`src/rtl/bbox_pkg.sv`:
```
// Shared constants and types for the bounding-box message reader.
//   ADDR_*            slave register map (STATUS, READ_MSG)
//   STATUS_FLUSH_BIT  STATUS write bit that empties the slave FIFO
//   MSG_ID            expected header word ("RBB")
//   COORD_W           coordinate width
//   state_e           reader FSM states
package bbox_pkg;

  localparam int unsigned COORD_W          = 11;
  localparam logic [2:0]  ADDR_STATUS      = 3'd0;
  localparam logic [2:0]  ADDR_READ_MSG    = 3'd1;
  localparam int unsigned STATUS_FLUSH_BIT = 4;
  localparam logic [31:0] MSG_ID           = 32'h0052_4242;
  localparam logic [31:0] FLUSH_CMD        = 32'(1) << STATUS_FLUSH_BIT;

  typedef enum logic [3:0] {
    StIdle,
    StRdStat,
    StCapStat,
    StRdW,
    StCapW,
    StGap,
    StCheck,
    StFlush
  } state_e;

endpackage

```
`src/rtl/mm_pulse_master.sv`:
```
// Single-cycle Avalon-MM access generator.
//   clk, reset                  clock, asynchronous active-high reset
//   i_rd_req / i_wr_req         access request (read wins if both)
//   i_addr / i_wdata            address and write data for the request
//   o_chipselect/o_read/o_write bus strobes, one cycle wide
//   o_address / o_writedata     bus address/data, zero outside a pulse
//   o_cap                       high the cycle after a read pulse (readdata valid)
module mm_pulse_master (
  input  logic        clk,
  input  logic        reset,
  input  logic        i_rd_req,
  input  logic        i_wr_req,
  input  logic [2:0]  i_addr,
  input  logic [31:0] i_wdata,
  output logic        o_chipselect,
  output logic        o_read,
  output logic        o_write,
  output logic [2:0]  o_address,
  output logic [31:0] o_writedata,
  output logic        o_cap
);

  logic r_busy;
  logic r_cap;
  logic w_read;
  logic w_write;

  // A request is honoured only after an idle cycle, so the gap cycle is guaranteed here.
  // Reset gates the strobes combinationally so an in-flight access dies with it.
  assign w_read  = i_rd_req & ~r_busy & ~reset;
  assign w_write = i_wr_req & ~i_rd_req & ~r_busy & ~reset;

  always_ff @(posedge clk or posedge reset) begin
    if (reset) begin
      r_busy <= 1'b0;
      r_cap  <= 1'b0;
    end else begin
      r_busy <= w_read | w_write;
      r_cap  <= w_read;
    end
  end

  assign o_chipselect = w_read | w_write;
  assign o_read       = w_read;
  assign o_write      = w_write;
  assign o_address    = (w_read | w_write) ? i_addr : 3'd0;
  assign o_writedata  = w_write ? i_wdata : 32'd0;
  assign o_cap        = r_cap;

endmodule

```
`src/rtl/bbox_msg_reader.sv`:
```
// Polls the image block's MM slave and drains 3-word bounding-box messages.
//   clk, reset                       clock, asynchronous active-high reset
//   m_chipselect/m_read/m_write      Avalon-MM master strobes (single-cycle pulses)
//   m_address/m_writedata/m_readdata Avalon-MM address and data
//   bb_valid                         pulse: a new box was accepted
//   target_present                   last box had left<=right and top<=bottom
//   bb_left/right/top/bottom         edges of last accepted box
//   centre_x, width                  derived from the last accepted box
//   err_count                        malformed messages, saturating
module bbox_msg_reader #(
  parameter int unsigned POLL_INTERVAL = 1024,
  parameter int unsigned IMAGE_W       = 640,
  parameter int unsigned IMAGE_H       = 480,
  parameter logic [31:0] MSG_ID        = bbox_pkg::MSG_ID
) (
  input  logic        clk,
  input  logic        reset,
  output logic        m_chipselect,
  output logic        m_read,
  output logic        m_write,
  output logic [2:0]  m_address,
  output logic [31:0] m_writedata,
  input  logic [31:0] m_readdata,
  output logic        bb_valid,
  output logic        target_present,
  output logic [10:0] bb_left,
  output logic [10:0] bb_right,
  output logic [10:0] bb_top,
  output logic [10:0] bb_bottom,
  output logic [10:0] centre_x,
  output logic [10:0] width,
  output logic [7:0]  err_count
);

  import bbox_pkg::*;

  localparam int unsigned          TimerW      = $clog2(POLL_INTERVAL) + 1;
  localparam logic [TimerW-1:0]    TimerReload = TimerW'(POLL_INTERVAL - 1);
  localparam logic [COORD_W-1:0]   XLim        = COORD_W'(IMAGE_W);
  localparam logic [COORD_W-1:0]   YLim        = COORD_W'(IMAGE_H);

  state_e              r_state;
  logic [TimerW-1:0]   r_timer;
  logic [1:0]          r_word;
  logic                r_rd_req;
  logic                r_wr_req;
  logic [2:0]          r_addr;
  logic [COORD_W-1:0]  r_x0, r_y0, r_x1, r_y1;
  logic                r_bb_valid;
  logic                r_present;
  logic [COORD_W-1:0]  r_left, r_right, r_top, r_bottom, r_centre, r_width;
  logic [7:0]          r_err;

  logic                w_cap;
  logic [7:0]          w_used;
  logic [COORD_W-1:0]  w_x, w_y;
  logic                w_bad;
  logic                w_present;
  logic [COORD_W:0]    w_sum;
  logic [COORD_W-1:0]  w_width;

  mm_pulse_master u_bus (
    .clk          (clk),
    .reset        (reset),
    .i_rd_req     (r_rd_req),
    .i_wr_req     (r_wr_req),
    .i_addr       (r_addr),
    .i_wdata      (FLUSH_CMD),
    .o_chipselect (m_chipselect),
    .o_read       (m_read),
    .o_write      (m_write),
    .o_address    (m_address),
    .o_writedata  (m_writedata),
    .o_cap        (w_cap)
  );

  assign w_used    = m_readdata[15:8];
  assign w_x       = m_readdata[26:16];
  assign w_y       = m_readdata[10:0];
  assign w_bad     = (r_x0 >= XLim) | (r_x1 >= XLim) | (r_y0 >= YLim) | (r_y1 >= YLim);
  assign w_present = (r_x0 <= r_x1) && (r_y0 <= r_y1);
  assign w_sum     = {1'b0, r_x0} + {1'b0, r_x1};
  assign w_width   = r_x1 - r_x0 + 11'd1;

  // Requests are set on the transition into a RD/FLUSH state so the bus pulse lands in it.
  // The poll timer is reloaded when each status read is issued, making the idle poll
  // period pulse-to-pulse; it free-runs down to zero and IDLE waits for zero.
  always_ff @(posedge clk or posedge reset) begin
    if (reset) begin
      r_state    <= StIdle;
      r_timer    <= '0;
      r_word     <= 2'd0;
      r_rd_req   <= 1'b0;
      r_wr_req   <= 1'b0;
      r_addr     <= ADDR_STATUS;
      r_x0       <= '0;
      r_y0       <= '0;
      r_x1       <= '0;
      r_y1       <= '0;
      r_bb_valid <= 1'b0;
      r_present  <= 1'b0;
      r_left     <= '0;
      r_right    <= '0;
      r_top      <= '0;
      r_bottom   <= '0;
      r_centre   <= '0;
      r_width    <= '0;
      r_err      <= '0;
    end else begin
      r_rd_req   <= 1'b0;
      r_wr_req   <= 1'b0;
      r_bb_valid <= 1'b0;
      if (r_timer != '0) r_timer <= r_timer - TimerW'(1);
      case (r_state)
        StIdle: begin
          if (r_timer == '0) begin
            r_state  <= StRdStat;
            r_rd_req <= 1'b1;
            r_addr   <= ADDR_STATUS;
            r_timer  <= TimerReload;
          end
        end
        StRdStat: r_state <= StCapStat;
        StCapStat: begin
          if (w_cap) begin
            if (w_used >= 8'd3) begin
              r_state  <= StRdW;
              r_word   <= 2'd0;
              r_rd_req <= 1'b1;
              r_addr   <= ADDR_READ_MSG;
            end else begin
              r_state  <= StIdle;
            end
          end
        end
        StRdW: r_state <= StCapW;
        StCapW: begin
          if (w_cap) begin
            r_state <= StGap;
            if (r_word == 2'd0) begin
              if (m_readdata != MSG_ID) begin
                r_state  <= StFlush;
                r_wr_req <= 1'b1;
                r_addr   <= ADDR_STATUS;
              end
            end else if (r_word == 2'd1) begin
              r_x0 <= w_x;
              r_y0 <= w_y;
            end else begin
              r_x1 <= w_x;
              r_y1 <= w_y;
            end
          end
        end
        StGap: begin
          if (r_word == 2'd2) begin
            r_state <= StCheck;
          end else begin
            r_state  <= StRdW;
            r_word   <= r_word + 2'd1;
            r_rd_req <= 1'b1;
            r_addr   <= ADDR_READ_MSG;
          end
        end
        StCheck: begin
          if (w_bad) begin
            r_state  <= StFlush;
            r_wr_req <= 1'b1;
            r_addr   <= ADDR_STATUS;
          end else begin
            r_left     <= r_x0;
            r_top      <= r_y0;
            r_right    <= r_x1;
            r_bottom   <= r_y1;
            r_centre   <= w_sum[COORD_W:1];
            r_width    <= w_present ? w_width : '0;
            r_present  <= w_present;
            r_bb_valid <= 1'b1;
            // Re-poll at once to drain any backlog.
            r_state    <= StRdStat;
            r_rd_req   <= 1'b1;
            r_addr     <= ADDR_STATUS;
            r_timer    <= TimerReload;
          end
        end
        StFlush: begin
          if (r_err != 8'hFF) r_err <= r_err + 8'd1;
          r_timer <= TimerReload;
          r_state <= StIdle;
        end
        default: r_state <= StIdle;
      endcase
    end
  end

  assign bb_valid       = r_bb_valid;
  assign target_present = r_present;
  assign bb_left        = r_left;
  assign bb_right       = r_right;
  assign bb_top         = r_top;
  assign bb_bottom      = r_bottom;
  assign centre_x       = r_centre;
  assign width          = r_width;
  assign err_count      = r_err;

endmodule

```
`config.mk`:
```
export PLATFORM = sky130hd
export DESIGN_NAME = bbox_msg_reader
export DESIGN_NICKNAME = d
export VERILOG_FILES = /design/src/rtl/bbox_pkg.sv /design/src/rtl/mm_pulse_master.sv /design/src/rtl/bbox_msg_reader.sv
export SDC_FILE = /design/constraint.sdc
export NUM_CORES = 1
export LEC_CHECK = 0
export CORE_MARGIN = 10
export CORE_UTILIZATION = 50
export DETAILED_ROUTE_END_ITERATION = 10
export DONT_BUFFER_PORTS = 1
export MAX_ROUTING_LAYER = met4
export PLACE_DENSITY = 0.68
export SYNTH_ARGS = -nofsm -noshare
export SYNTH_HDL_FRONTEND = slang
export SYNTH_HIERARCHICAL = 1
export SYNTH_SLANG_ARGS = --single-unit
```
`constraint.sdc`:
```
create_clock -name clk -period 7 [get_ports clk]
set_input_delay 1.75 -clock clk [delete_from_list [all_inputs] [get_ports clk]]
set_output_delay 1.75 -clock clk [all_outputs]
set_load 0.05 [all_outputs]
```
After elaboration in Yosys (flattened, before gate mapping)
Index checks and enable logic that the tools add are counted.

storage, ports and cells
  word-level logic and storage cells = 121
  register bits = 144
  bits of input ports = 34
  output and inout bits = 114

cells by class
  magnitude comparators = 7
  equality and inequality tests = 18
  muxes and demuxes = 40
  reductions and logical operators = 14
  $add $sub $neg = 6
  bitwise operators = 15

operators with widths
  operator                                                                                number
  11-bit 2-to-1 mux                                                                       4
  11-bit case mux with 3 select lines                                                     1
  32-bit by 23-bit inequality test with 1-bit output (second input constant)              1
  3-bit 2-to-1 mux                                                                        10
  4-bit case mux with 7 select lines                                                      1
  11-bit by 10-bit greater-or-equal comparator with 1-bit output (second input constant)  2
  11-bit by 9-bit greater-or-equal comparator with 1-bit output (second input constant)   2
  11-bit <= comparator                                                                    2
  4-bit by 3-bit equality test with 1-bit output (second input constant)                  4
  3-bit case mux with 5 select lines                                                      1
  11-bit by 11-bit adder with 12-bit output                                               1
  2-bit 2-to-1 mux                                                                        6
  4-bit 2-to-1 mux                                                                        3
  4-bit AND reduction                                                                     3
  11-bit by 1-bit adder with 11-bit output (second input constant)                        1
  11-bit logical NOT                                                                      1
  11-bit nonzero test                                                                     1
  11-bit by 1-bit subtractor with 11-bit output (second input constant)                   1
  11-bit subtractor                                                                       1
  1-bit 2-to-1 mux                                                                        10
  2-bit inequality test (second input constant)                                           5
  8-bit by 1-bit adder with 8-bit output (second input constant)                          1
  4-bit by 2-bit equality test with 1-bit output (second input constant)                  2
  8-bit by 2-bit greater-or-equal comparator with 1-bit output (second input constant)    1
  21 further kinds                                                                        35

Logic depth before layout (Yosys ltp)
Gate-level depths: netlist of the first run.

  depth after elaboration = 6
  gate-level depth with buffers = 12
  depth with buffers taken out = 12

By module
The synthesis of the first run kept the hierarchy.

modules (own cells, without submodules)
  module           cells an instance  area each (um^2)  sequential area each (um^2)  times used
  bbox_msg_reader  682                7018.0            3478.3                       1
  mm_pulse_master  45                 369.1             50.0                         1

Worst setup path before layout of the first run
No wires, ideal clock.

  path type = input to output
  start point = input port reset
  end point = output port m_address[0]
  slack = 1843 ps
  buffers on the path = 0
  data arrival time = 3407 ps
  stages on the path = 1
  cell sequence = nor4b_1

on the way
  longest elaborated chain between the ends = 4
  elaborated cells between the ends (all ways) = 5
  classes of those cells = mux (1); bitwise (4)

RTL lines
  item                                  line                                          source
  from (decl)                           bbox_msg_reader.sv:17                         input logic reset,
  1-bit NOT *                           mm_pulse_master.sv:30, mm_pulse_master.sv:31
  1-bit bitwise AND (on tied branches)  mm_pulse_master.sv:30, mm_pulse_master.sv:31
  1-bit bitwise OR *                    mm_pulse_master.sv:46                         assign o_address = (w_read | w_write) ? i_addr : 3'd0;
  3-bit 2-to-1 mux *                    mm_pulse_master.sv:46
  to (decl)                             bbox_msg_reader.sv:21                         output logic [2:0] m_address,

Mark *: on every way between the ends. The rest lies on a longest branch, timed or not.

Worst setup path in the final report of the first run
  start point = input port reset
  end point = output port m_writedata[4]

on the way
  longest elaborated chain between the ends = 3

RTL lines
  item               line                   source
  1-bit NOT          mm_pulse_master.sv:31  assign w_write = i_wr_req & ~i_rd_req & ~r_busy & ~reset;
  1-bit bitwise AND  mm_pulse_master.sv:31
  5-bit 2-to-1 mux   mm_pulse_master.sv:47  assign o_writedata = w_write ? i_wdata : 32'd0;
  to (decl)          bbox_msg_reader.sv:22  output logic [31:0] m_writedata,

Every way passes these cells.

==> reports/metrics.cfg, run 1 <==
[critical_path]
worstPathCellList = nor4b_4, buf_4, and2_1
critical_path.top_delay_family = simple AND/OR/NAND/NOR gates
critical_path_buf_inv_count = 1
startpoint = reset
cp-end-kind = output pin
r2r_slack_ns = 4.31
worstPathRequired_ns = 5.25
crit_fanout = 33
path_depth = 3
rr_startpoint = r_x1[1]
start_kind = input pin
crit_slowest_cell = and2_1
reg2regPathDepth = 12
crit_end = m_writedata[4]
worstSetupPathType = in -> out
r2r_end = width[9]
arrival_ns = 2.87
cpPeakStageDelay_ns = 0.51

[placement]
post-place-cells = 922
place_congestion = 0.8723
port_buffers = 0
placed_cell_area_um2 = 7674
dp_hpwl_mm = 13.05

[sta]
fin_crit_sh_pct = 66.00
finalSetupViolations = 0
drv_slew = 2
slew_headroom_pct = -57.58
clock_skew_ns = 0.01361
fin_crit_ns = 4.620
timing.fmax_mhz = 216.4
timing.final.hold_violations = 0
fin_setup_tns_ns = 0
worstMarginPinSlew_ns = 2.331
rsz0062_at_grt = false

[route]
dr.pass1.iters = 5
drc_errors = 0
drtAntennaViolNets = 0
wl_per_cell_um = 18.40
drt_iter0_drc = 305
via_per_inst = 5.415
drt-total-wl_mm = 17.55
vias = 5166

[cells_and_area]
nFillCells = 1237
antenna_cells = 0
final_area_um2 = 8303
drive_gt1_share_pct = 12.47
stdcell_count = 954
num-nets-final = 850
syn2layout_area_growth_pct = 12.40
fin_util_pct = 57.35

[cts]
clkSinkCount = 141
cts_tree = yes
cts_buffer_depth = 2
ctsResizeCount = 0
root_buffer = clkbuf_16
cts_made_buffers = 17
htreeDepth = 4
postCtsSetupBuffers = 0
cts_hold_buffers = 0
insertion_delay_ns = 0.43
clkTransAtPathRegs_ns = 0.06

[synth]
synth_seq_area_share_pct = 47.76
synth_area_leaders = dfrtp_1 48%, ha_1 9.5%, nand2_1 5.3%, o21ai_0 4.9%, mux2_2 4.1%
synth_edf_count = 0
avgSynthCellArea_um2 = 10.16
ys_ff_latch = 141
ys_warn_count = 6
synth_cells = 727
async_flop_share_pct = 100.0
synth.largest_area_cell = dfrtp_1
netlist.area_leader.share_pct = 47.76
synth_cell_types = 68
netlist_area_um2 = 7387
synth_common_cells = 141 x dfrtp_1, 105 x nand2_1, 73 x o21ai_0
synth_ff_type = dfrtp_1
yosysMostFrequentCell = dfrtp_1

[power_and_ir_drop]
ir_worst_vdd_v = 0.0003432
powerDensity_nw_per_um2 = 354.6
p_leak_nw = 3.971

[floorplan]
rows = 44
io_pins = 148
die_area_um2 = 20040
die_w_um = 141.6
core_area_um2 = 14480
fp.dieH_um = 141.6
initial_utilization_pct = 51.02

[global_routing]
grt_usage_pct = 18.20
grt_overflow = 0
grt_max_degree = 106
grt_pass1_wl_mm = 28.61
grt_pass1_vias = 5385
antenna_found_initial = 0

[run_status]
violations = slew limit
outcome = finished with violations

[worst_hold_path]
min-delay-path-class = reg -> reg

[job]
maxCapViolations = 0

[placed cells by master (no fill, tap or decap), drive strengths merged, types with 9 or more instances in the layout]
master,n
mux2,27
ha,56
and2,39
conb,34
clkbuf,22
xnor2,24
dfrtp,141
nand2,105
nor2,25
a22o,12
nand4,11
a21oi,17
nor4,9
inv,56
o21ai,74
[state kept, by name (all words and copies together), names as in the netlist, 2 cells and up]
name / flops
bb_bottom: 11
bb_left: 11
bb_right: 11
bb_top: 11
centre_x: 11
err_count: 8
r_state: 3
r_timer: 11
r_word: 2
r_x0: 11
r_x1: 11
r_y0: 11
r_y1: 11
width: 11
[layout make-up]
class                      instances  area [um2]  area share, %
multi-input combinational        534        3651          43.97
sequential                       141        3528          42.50
timing repair buffer               6       45.04         0.5425
tap                              184       230.2          2.773
clock buffer                      22       494.2          5.952
clock inverter                    10       135.1          1.627
inverter                          57       219.0          2.637
[logic make-up after synthesis]
| kind of cell | Yosys count | synth area share [%] |
|---|---|---|
| other | 2 | 0.1017 |
| muxes | 28 | 4.251 |
| adders and majority gates | 59 | 10.30 |
| DFF | 141 | 47.76 |
| and+or+nand+nor | 239 | 16.89 |
| xor gates and xnor gates | 32 | 3.794 |
| AOI/OAI and AO/OA | 142 | 12.21 |
| buffers and inverters | 84 | 4.692 |
[through the flow]
stage	hold slack, ns	setup slack, ns	power [W]
after floorplan	0.4610	1.525	0.001806
after global placement	0.4963	2.424	0.001954
after detailed placement	0.4987	2.376	0.001999
after CTS	0.5114	2.373	0.002954
after global routing	0.5232	2.311	0.003132
final	0.5117	2.380	0.002944
[where the power goes]
group / switching, W / internal (W)
sequential: 0.000163 / 0.000923
clock: 0.000336 / 0.000606
combinational: 0.000561 / 0.000354
total: 0.00106 / 0.00188
[layer usage]
metal | GRT usage [%] | share of wire (%) | routed length [um]
met1 | 20.81 | 42 | 7356
met2 | 29.67 | 50 | 8746
met3 | 6.308 | 7.3 | 1273
met4 | 5.379 | 1.0 | 175
met5 | - | 0 | 0
[worst min path at each step]
stage	start	to	slack, ns	cells after the start
6_report	r_y0[0]	r_y0[0]	0.51	1
3_3_place_gp	r_y0[0]	r_y0[0]	0.50	1
5_1_grt	r_y0[0]	r_y0[0]	0.52	1
3_5_place_dp	r_y0[0]	r_y0[0]	0.50	1
4_1_cts	r_y0[0]	r_y0[0]	0.51	1
2_1_floorplan	r_y1[0]	bb_bottom[0]	0.46	2
(Power assumes the default switching activity.)
==> inputs of run 2 (changes only) <==
==> constraint.sdc (replaced) <==
create_clock -name clk -period 4.65 [get_ports clk]
set_input_delay 1.1625 -clock clk [delete_from_list [all_inputs] [get_ports clk]]
set_output_delay 1.1625 -clock clk [all_outputs]
set_load 0.05 [all_outputs]
==> run 2 against run 1 <==
  * The flow still finishes with violations (slew limit)
  * Die area unchanged
  * Global-route usage up 0.29 points
  * Register-to-register slack got worse by 2.3 ns
  * Sequential share of layout area down 0.31 points
  * Cell count unchanged
  * Hold slack worse by 0.041 ns
  * Sequential cell count stayed put
  * Via count did not move
  * Combinational power up 49%
  * Count of clock-buffer cells in the layout down 3
  * Critical path type unchanged
==> reports/metrics.cfg, run 2 (synthesis results as in run 1) <==
[cts]
ctsResizeCount = 0
cts_hold_buffers = 0
postCtsSetupBuffers = 0
cts_made_buffers = 17
insertion_delay_ns = 0.43
clkSinkCount = 141
htreeDepth = 4
root_buffer = clkbuf_16
clkTransAtPathRegs_ns = 0.06
cts_buffer_depth = 2
cts_tree = yes

[route]
wl_per_cell_um = 18.36
vias = 5166
via_per_inst = 5.415
drt-total-wl_mm = 17.52
dr.pass1.iters = 4
drc_errors = 0
drt_iter0_drc = 294
drtAntennaViolNets = 0

[sta]
drv_slew = 2
clock_skew_ns = 0.008719
fin_crit_ns = 3.430
timing.final.hold_violations = 0
finalSetupViolations = 0
fin_crit_sh_pct = 73.76
rsz0062_at_grt = false
timing.fmax_mhz = 291.6
fin_setup_tns_ns = 0
slew_headroom_pct = -50.07
finalWorstSetupSlack_ns = 1.220
worstMarginPinSlew_ns = 2.220

[placement]
dp_hpwl_mm = 13.01
place_congestion = 0.8723
post-place-cells = 922
post-place-ws_ns = 1.208
port_buffers = 0

[critical_path]
startpoint = reset
reg2regPathDepth = 12
start_kind = input pin
rr_startpoint = r_x1[1]
worstSetupPathType = in -> out
arrival_ns = 2.27
crit_fanout = 33
cp-end-kind = output pin
r2r_end = width[9]
worstPathRequired_ns = 3.49
r2r_slack_ns = 1.98

[run_status]
outcome = finished with violations
violations = slew limit

[power_and_ir_drop]
ir_worst_vdd_v = 0.0004460
powerDensity_nw_per_um2 = 545.2
p_leak_nw = 3.975

[cells_and_area]
antenna_cells = 0
final_cell_mix = 141 x dfrtp_1, 105 x nand2_1, 73 x o21ai_0, 56 x ha_1, 54 x inv_1
num-nets-final = 850
syn2layout_area_growth_pct = 13.23
drive_gt1_share_pct = 12.34
final_common_cell = dfrtp_1
stdcell_count = 954

[floorplan]
initial_utilization_pct = 51.02
die_area_um2 = 20040
rows = 44
die_w_um = 141.6
fp.dieH_um = 141.6
core_area_um2 = 14480
io_pins = 148

[global_routing]
grt_overflow = 0
grt_usage_pct = 18.49
antenna_found_initial = 0
grt_pass1_wl_mm = 28.86
grt_pass1_vias = 5360
grt_max_degree = 106

[job]
maxCapViolations = 0

[worst_hold_path]
min-delay-path-class = in -> async

## run 2: how the worst max path moves through the flow
| stage | to | slack (ns) |
|---|---|---|
| after global routing | m_writedata[4] | 1.17 |
| after CTS | m_writedata[4] | 1.21 |
| after floorplan | m_address[0] | 0.67 |
| final | m_writedata[4] | 1.22 |
| after detailed placement | m_writedata[4] | 1.21 |
| after global placement | m_writedata[4] | 1.24 |
## run 2: cell type report
class	instances	area, um2
sequential	141	3528
inverter	57	217.7
multi-input combinational	534	3651
clock inverter	13	236.5
tap	184	230.2
timing repair buffer	6	57.56
fill	1200	6115
clock buffer	19	442.9
## run 2: worst max-delay path: stages
cell and delay, ns:
nor4b_4 0.23, buf_4 0.36, and2_1 0.50
## run 2: report_power, final
part	switching [W]	internal [W]
Sequential	0.000244	0.00139
Combinational	0.000830	0.000533
Clock	0.000540	0.00102
## run 2: routing by layer
layer	global-route usage (%)	part of all wire [%]	wire [um]
met3	6.275	7.9	1392
met2	28.31	48	8474
met5	-	0	0
met1	22.02	42	7390
met4	7.477	1.5	263
## run 2: metrics by stage
stage          utilization (%)  cell area (um2)  power, W  hold WS, ns
6_report                 57.77             8364  0.004561       0.4711
5_1_grt                  57.77             8364  0.004833       0.4599
4_1_cts                  57.77             8364  0.004572       0.4518
3_5_place_dp             53.08             7685  0.003006       0.5035
3_3_place_gp             53.08             7685  0.002942       0.4953
2_1_floorplan                -             7511  0.002719       0.4610
